==> src/rtl/tt_um_seq_divider_hhrb98_pkg.sv <==
// Shared constants for the sequential restoring divider: operand width, FSM
// encoding and the bit positions used on the bidirectional pins.
package tt_um_seq_divider_hhrb98_pkg;

  localparam int unsigned WIDTH = 4;
  localparam int unsigned CntW  = $clog2(WIDTH);

  typedef logic [1:0] state_t;
  localparam state_t StIdle = 2'd0;
  localparam state_t StRun  = 2'd1;
  localparam state_t StDone = 2'd2;

  localparam int unsigned StartBit = 4;
  localparam int unsigned BusyBit  = 5;
  localparam int unsigned DoneBit  = 6;
  localparam int unsigned ErrBit   = 7;

  localparam logic [7:0] UioOe = 8'b1110_0000;

endpackage

==> src/rtl/tt_um_seq_divider_hhrb98_div_restore_step.sv <==
// One restoring-division iteration: shift {R,Q} left, conditionally subtract D.
module tt_um_seq_divider_hhrb98_div_restore_step
  import tt_um_seq_divider_hhrb98_pkg::*;
(
  input  logic [WIDTH-1:0] r_i,
  input  logic [WIDTH-1:0] q_i,
  input  logic [WIDTH-1:0] d_i,
  output logic [WIDTH-1:0] r_o,
  output logic [WIDTH-1:0] q_o
);

  logic [WIDTH:0] r_shift;
  logic [WIDTH:0] d_ext;

  assign r_shift = {r_i, q_i[WIDTH-1]};
  assign d_ext   = {1'b0, d_i};

  // R < D holds on entry, so the restored remainder always fits WIDTH bits.
  always_comb begin
    if (r_shift >= d_ext) begin
      r_o = WIDTH'(r_shift - d_ext);
      q_o = {q_i[WIDTH-2:0], 1'b1};
    end else begin
      r_o = r_shift[WIDTH-1:0];
      q_o = {q_i[WIDTH-2:0], 1'b0};
    end
  end

endmodule

==> src/rtl/tt_um_seq_divider_hhrb98.sv <==
// 8-by-4 sequential restoring divider with start/busy/done/err handshake on the
// bidirectional pins; result {remainder, quotient} is registered on uo_out.
module tt_um_seq_divider_hhrb98
  import tt_um_seq_divider_hhrb98_pkg::*;
(
  input  logic [7:0] ui_in,
  output logic [7:0] uo_out,
  input  logic [7:0] uio_in,
  output logic [7:0] uio_out,
  output logic [7:0] uio_oe,
  input  logic       ena,
  input  logic       clk,
  input  logic       rst_n
);

  state_t            state_q, state_d;
  logic [WIDTH-1:0]  r_q, r_d, q_q, q_d, d_q, d_d;
  logic [CntW-1:0]   cnt_q, cnt_d;
  logic [7:0]        res_q, res_d;
  logic              busy_q, busy_d, done_q, done_d, err_q, err_d;
  logic              start_prev_q;
  logic              start_edge;
  logic [WIDTH-1:0]  step_r, step_q;
  logic [WIDTH-1:0]  divisor, dvd_hi, dvd_lo;
  logic              unused_uio;

  assign divisor    = uio_in[WIDTH-1:0];
  assign dvd_hi     = ui_in[7:4];
  assign dvd_lo     = ui_in[3:0];
  assign start_edge = uio_in[StartBit] & ~start_prev_q;
  assign unused_uio = ^uio_in[7:5];

  tt_um_seq_divider_hhrb98_div_restore_step u_step (
    .r_i (r_q),
    .q_i (q_q),
    .d_i (d_q),
    .r_o (step_r),
    .q_o (step_q)
  );

  always_comb begin
    state_d = state_q;
    r_d     = r_q;
    q_d     = q_q;
    d_d     = d_q;
    cnt_d   = cnt_q;
    res_d   = res_q;
    busy_d  = busy_q;
    done_d  = done_q;
    err_d   = err_q;
    case (state_q)
      StRun: begin
        r_d = step_r;
        q_d = step_q;
        if (cnt_q == '0) begin
          state_d = StDone;
          res_d   = {step_r, step_q};
          busy_d  = 1'b0;
          done_d  = 1'b1;
        end else begin
          cnt_d = cnt_q - CntW'(1);
        end
      end
      default: begin
        if (start_edge) begin
          d_d    = divisor;
          r_d    = dvd_hi;
          q_d    = dvd_lo;
          done_d = 1'b0;
          err_d  = 1'b0;
          // Quotient would not fit in WIDTH bits (or D=0): flag and finish at once.
          if (divisor == '0 || dvd_hi >= divisor) begin
            state_d = StDone;
            err_d   = 1'b1;
            done_d  = 1'b1;
            res_d   = {dvd_lo, {WIDTH{1'b1}}};
          end else begin
            state_d = StRun;
            busy_d  = 1'b1;
            cnt_d   = CntW'(WIDTH - 1);
          end
        end
      end
    endcase
  end

  always_ff @(posedge clk or negedge rst_n) begin
    if (!rst_n) begin
      state_q      <= StIdle;
      r_q          <= '0;
      q_q          <= '0;
      d_q          <= '0;
      cnt_q        <= '0;
      res_q        <= '0;
      busy_q       <= 1'b0;
      done_q       <= 1'b0;
      err_q        <= 1'b0;
      start_prev_q <= 1'b0;
    end else if (ena) begin
      state_q      <= state_d;
      r_q          <= r_d;
      q_q          <= q_d;
      d_q          <= d_d;
      cnt_q        <= cnt_d;
      res_q        <= res_d;
      busy_q       <= busy_d;
      done_q       <= done_d;
      err_q        <= err_d;
      start_prev_q <= uio_in[StartBit];
    end
  end

  assign uo_out  = res_q;
  assign uio_out = {err_q, done_q, busy_q, 5'b0_0000};
  assign uio_oe  = UioOe;

endmodule
==> config.mk <==
export PLATFORM = sky130hd
export DESIGN_NAME = tt_um_seq_divider_hhrb98
export DESIGN_NICKNAME = d
export VERILOG_FILES = /design/src/rtl/tt_um_seq_divider_hhrb98_pkg.sv /design/src/rtl/tt_um_seq_divider_hhrb98_div_restore_step.sv /design/src/rtl/tt_um_seq_divider_hhrb98.sv
export SDC_FILE = /design/constraint.sdc
export NUM_CORES = 1
export LEC_CHECK = 0
export ABC_AREA = 1
export CAP_MARGIN = 20
export CORE_ASPECT_RATIO = 1.25
export CORE_MARGIN = 4
export CORE_UTILIZATION = 40
export DETAILED_ROUTE_END_ITERATION = 6
export PLACE_DENSITY = 0.74
export SLEW_MARGIN = 20
export SYNTH_ARGS = -nofsm -noshare
export SYNTH_HDL_FRONTEND = slang
export SYNTH_SLANG_ARGS = --single-unit
==> constraint.sdc <==
create_clock -name clk -period 1.45 [get_ports clk]
set_clock_uncertainty 0.1 [all_clocks]
set_input_delay 0.145 -clock clk [delete_from_list [all_inputs] [get_ports clk]]
set_output_delay 0.145 -clock clk [all_outputs]
set_load 0.03 [all_outputs]
Yosys cells after proc, flatten, opt, wreduce, memory -nomap -nowiden
Index checks and enable logic that the tools add are counted.

Add/subtract/negate cells: 2. Magnitude comparators: 2. Equality and inequality tests: 4. Muxes and demuxes: 26. Bitwise logic cells: 3. Reductions and logical operators: 11.

Operators with widths (number): 2-to-1 mux 8 bit (4); 2-to-1 mux 4 bit (5); 2-to-1 mux 2 bit (8); AND reduction 4 bit (3); 2-to-1 mux 1 bit (9); AND reduction 3 bit (2); greater-or-equal comparator 5 x 4 -> 1 bit (1); greater-or-equal comparator 4 bit (1); logical NOT 4 bit (1); inequality test 2 bit, second input constant (2); nonzero test 2 bit (2); subtractor 4 bit (1); == test 2 x 1 -> 1 bit, second input constant (1); logical NOT 2 bit (1); inequality test 2 x 1 -> 1 bit, second input constant (1); NOT 1 bit (2); AND reduction 2 bit (1); subtractor 2 x 1 -> 2 bit, second input constant (1); AND 1 bit (1); logical OR 1 bit (1).

Register bits: 28. Input bits: 19. Output and inout bits: 24. Word-level logic and storage cells: 58.

Depth between registers and ports, before layout
Depth after elaboration: 5. Depth in mapped cells: 11. Depth with buffers taken out: 11.

By module
A second synthesis with hierarchy kept.

Cells, all modules: 223. Area, all modules: 1769.2 µm².

Modules (own cells, without submodules): tt_um_seq_divider_hhrb98 (times used 1, cells an instance 181, area an instance 1492.7 µm², seq. area each 700.7 µm²); tt_um_seq_divider_hhrb98_div_restore_step (times used 1, cells an instance 42, area an instance 276.5 µm², seq. area each 0.0 µm²).

Worst setup path before layout
No wires, ideal clock.

Path type: reg2reg. Start point: register r_q[1]. End point: register res_q[5], in the netlist uo_out[5]. Library setup time: 0.117 ns. Arrival time: 1.386 ns. Required time: 1.233 ns. Setup slack: -0.152 ns. Cell stages (with the launch flop): 10. Buffers on the path: 0. Clock period less this slack: 1.602 ns. Cell sequence: dfrtp_1 -> ha_1 -> a21oi_1 -> nand2_1 -> nand2_2 -> nand2_1 -> nand3_1 -> nand3_1 -> nand2_1 -> nand2_1.

Longest elaborated chain between the ends: 4.

RTL lines: start, declared (RTL line tt_um_seq_divider_hhrb98.sv:17) `logic [WIDTH-1:0] r_q, r_d, q_q, q_d, d_q, d_d;`; start signal, assigned (RTL line tt_um_seq_divider_hhrb98.sv:101) `r_q <= r_d;`; greater-or-equal comparator 5 x 4 -> 1 bit (RTL line tt_um_seq_divider_hhrb98_div_restore_step.sv:20) `if (r_shift >= d_ext) begin`; 2-to-1 mux 4 bit (RTL line tt_um_seq_divider_hhrb98_div_restore_step.sv:20); 2-to-1 mux 8 bit (RTL line tt_um_seq_divider_hhrb98.sv:55) `if (cnt_q == '0) begin`; 2-to-1 mux 8 bit (RTL line tt_um_seq_divider_hhrb98.sv:51) `case (state_q)`; end signal, assigned (RTL line tt_um_seq_divider_hhrb98.sv:105) `res_q <= res_d;`; end, declared (RTL line tt_um_seq_divider_hhrb98.sv:19) `logic [7:0] res_q, res_d;`.

No other way between the ends. The select of a mux whose other input is x is not followed. A chain may end at the register's enable or synchronous reset.

Worst setup path in the final report
Start point: register d_q[0]. End point: register r_q[2].

Longest elaborated chain between the ends: 3. Elaborated cells between the ends (all ways): 4. Those cells by class: add/sub: 1; order compare: 1; mux: 2.

RTL lines: start, declared (RTL line tt_um_seq_divider_hhrb98.sv:17); start signal, assigned (RTL line tt_um_seq_divider_hhrb98.sv:92) `d_q <= '0;`; start signal, assigned (RTL line tt_um_seq_divider_hhrb98.sv:103) `d_q <= d_d;`; subtractor 4 bit / greater-or-equal comparator 5 x 4 -> 1 bit (equally long branches) (RTL line tt_um_seq_divider_hhrb98_div_restore_step.sv:21, tt_um_seq_divider_hhrb98_div_restore_step.sv:20); 2-to-1 mux 4 bit * (RTL line tt_um_seq_divider_hhrb98_div_restore_step.sv:20); 2-to-1 mux 4 bit * (RTL line tt_um_seq_divider_hhrb98.sv:51).

Every way passes the cells marked *; elsewhere a longest branch is shown, timed or not.

==> flow_summary.ini <==
[status]
status = finished with violations
failed_checks = setup timing

[clock_network]
clock_sinks = 28
clk_path_buf_depth = 2
h-tree-depth = 1
cts-root-buf = clkbuf_8
cts_tree = yes
clock_latency_ns = 0.27
cts_buffers = 3
clk_pin_slew_worst_paths_ns = 0.10

[synth]
synth_area_leaders = dfrtp_1 (39%), nand2_1 (14%), buf_4 (6.7%)
async_reset_ff_share_pct = 100
synth_cells = 225
synth_seq_area_share_pct = 39.2
synth_edf_count = 0
synth_top_cell_area_share_pct = 39.2
synth_top_area_cell = dfrtp_1
synth_ff_type = dfrtp_1
synth.cell_area_um2 = 1790
syn_avg_cell_area_um2 = 7.94
synth_warnings = 0
ys_seq_elements = 28
synth_most_common_cell = nand2_1
synthTopCellsByCount = nand2_1 (67), dfrtp_1 (28), inv_1 (27)
synth_cell_types = 28

[sta]
period_needed_ns = 1.69
hold_violations = 0
slew_violations = 0
fmax_ghz = 0.591
rsz0062_at_grt = yes
setup_viol = 15
period_share_pct = 117
layout_setup_ws_ns = -0.243
whs_ns = 0.135

[finish]
syn_to_final_growth_pct = 47.2
final_cells = 341
antennaDiodeCount = 0
stdcell_area_um2 = 2630
fin_nets = 315
drive_gt1_share_pct = 36.5

[routing]
num_vias = 1649
wire_per_inst_um = 14.3
drc = 0
firstDrtPassIters = 5
wl_um = 4870
vias_per_cell = 4.84
ant_nets = 0
drt_iter0_drc = 107

[setup_path]
cp_common_cell = nor2_2
critPathSlowestCell = dfrtp_1
required_ns = 1.57
arrival_ns = 1.81
startpoint_type = flip-flop
path_cells = ha_4 -> nand2_1 -> nor2_2 -> nor2_2 -> buf_6 -> nand4_1 -> nand3_2 -> nand2_2 -> inv_1
critical_path_class = flip-flop to flip-flop
crit_family = simple AND/OR/NAND/NOR gates
critPathCaptureType = flip-flop
crit_path_max_incr_delay_ns = 0.44
path_buf_inv = 2
crit_path_max_fanout = 5

[placed_design]
dp_cells = 328
port_buffers = 26
globalplace.congestion = 0.870
dp_hpwl_um = 3180
placed_area_um2 = 2270

[min_path]
min_path_type = primary input to async pin

[pwr]
switchingPower_mw = 2.55
swShare_pct = 44.6
power_per_cell_area_nw_per_um2 = 2180
seq_power_share_pct = 23.9
ir_drop_uv = 963
p_leak_nw = 1.27
pwr-share-comb_pct = 65.4
p_total_mw = 5.73
p_clk_share_pct = 10.7
internal_power_mw = 3.18

[global_route]
grt-ovfl-total = 0
grt.total_usage_pct = 17.0
antenna_found_initial = 0
grt_max_degree = 29
grt_pass1_vias = 1651
grt_pass1_wl_um = 7190

[floorplan]
ios = 43
core_um2 = 4200
start_util_pct = 42.5
rows = 26
die-area_um2 = 5600
die_y_um = 82.7
die_x_um = 67.8

[job]
max_cap_viol_count = 0
-- power by group through the flow --
stage                     Clock (mW)  Sequential [mW]  Combinational, mW
final                          0.615             1.37               3.75
after floorplan                    0             1.55               1.71
after CTS                      0.627             1.36               3.08
after global routing           0.658             1.40               4.12
after global placement             0             1.34               2.87
after detailed placement           0             1.37               2.95
-- registers in the layout, summed over array words and instances, names as in the netlist, 2 cells and up --
register	cells
state_q	2
q_q	4
r_q	4
d_q	4
uo_out	8
cnt_q	2
-- final cells by class --
type | count | area, um2
Clock inverter | 1 | 30.0
Timing Repair Buffer | 64 | 563
Clock buffer | 3 | 41.3
Sequential cell | 28 | 701
Tap cell | 56 | 70.1
Fill cell | 343 | 1570
Multi-Input combinational cell | 159 | 1100
Inverter | 30 | 120
-- through the flow --
step / util, % / setup WS (ns) / TNS [ns]
2_1_floorplan: - / -0.120 / -0.695
3_3_place_gp: 54.0 / -0.459 / -7.47
3_5_place_dp: 54.0 / -0.541 / -8.94
4_1_cts: 57.3 / -0.219 / -1.63
5_1_grt: 62.6 / -0.371 / -3.90
6_report: 62.6 / -0.243 / -2.11
-- timing repair --
action | CTS | global route
setup endpoints to repair | 31 | 26
gates cloned | 0 | 2
hold endpoints to repair | 0 | 0
buffers inserted | 3 | 4
hold buffers | 0 | 0
gates resized for setup | 37 | 52
pin swaps | 16 | 18
-- layout by cell type, fill, tap and decap left out, drive strengths merged --
| cell | count |
|---|---|
| nand2 | 68 |
| buf | 38 |
| inv | 29 |
| dfrtp | 28 |
| dlygate4sd2 | 18 |
| nand3 | 16 |
| nor2 | 15 |
| conb | 13 |
| o21ai | 13 |
| nand4 | 9 |
| ha | 9 |
| a21oi | 8 |
| clkdlybuf4s50 | 7 |
| or2 | 4 |
| clkbuf | 3 |
| clkinv | 1 |
| a31oi | 1 |
| xor2 | 1 |
| o21a | 1 |
| fa | 1 |
| bufinv | 1 |
| clkdlybuf4s15 | 1 |
-- routing by layer --
metal  routed length [um]  GRT usage, %  vias to the layer above
met3                  238          2.30                        6
li1                     -             -                      806
met1                 1820          17.7                      774
met5                    0             0                        -
met4                   82          6.29                        0
met2                 2730          33.5                       63
-- final timing paths --
check,from,slack [ns],end,cells past startpoint
max,d_q[0]$_DFFE_PN0P_,-0.24,r_q[2]$_DFFE_PN0P_,9
min,rst_n,0.14,d_q[3]$_DFFE_PN0P_,2
max reg2reg,d_q[0]$_DFFE_PN0P_,-0.24,r_q[2]$_DFFE_PN0P_,9
min reg2reg,uo_out[5]$_DFFE_PN0P_,0.38,uo_out[5]$_DFFE_PN0P_,2
max in group asynchronous,rst_n,0.84,q_q[0]$_DFFE_PN0P_,2
min in group clk,uio_in[2],0.25,d_q[2]$_DFFE_PN0P_,4
-- cell families after synthesis --
kind of cell / Yosys count / synth area share, %
buffers and inverters: 50 / 15.2
AND/OR/NAND/NOR: 111 / 29.5
AO/OA/AOI/OAI: 23 / 7.71
other: 2 / 0.421
adder cells (fa/ha/maj): 10 / 7.43
XOR/XNOR: 1 / 0.491
flip-flops: 28 / 39.2
Power figures use the tool's default switching activity.
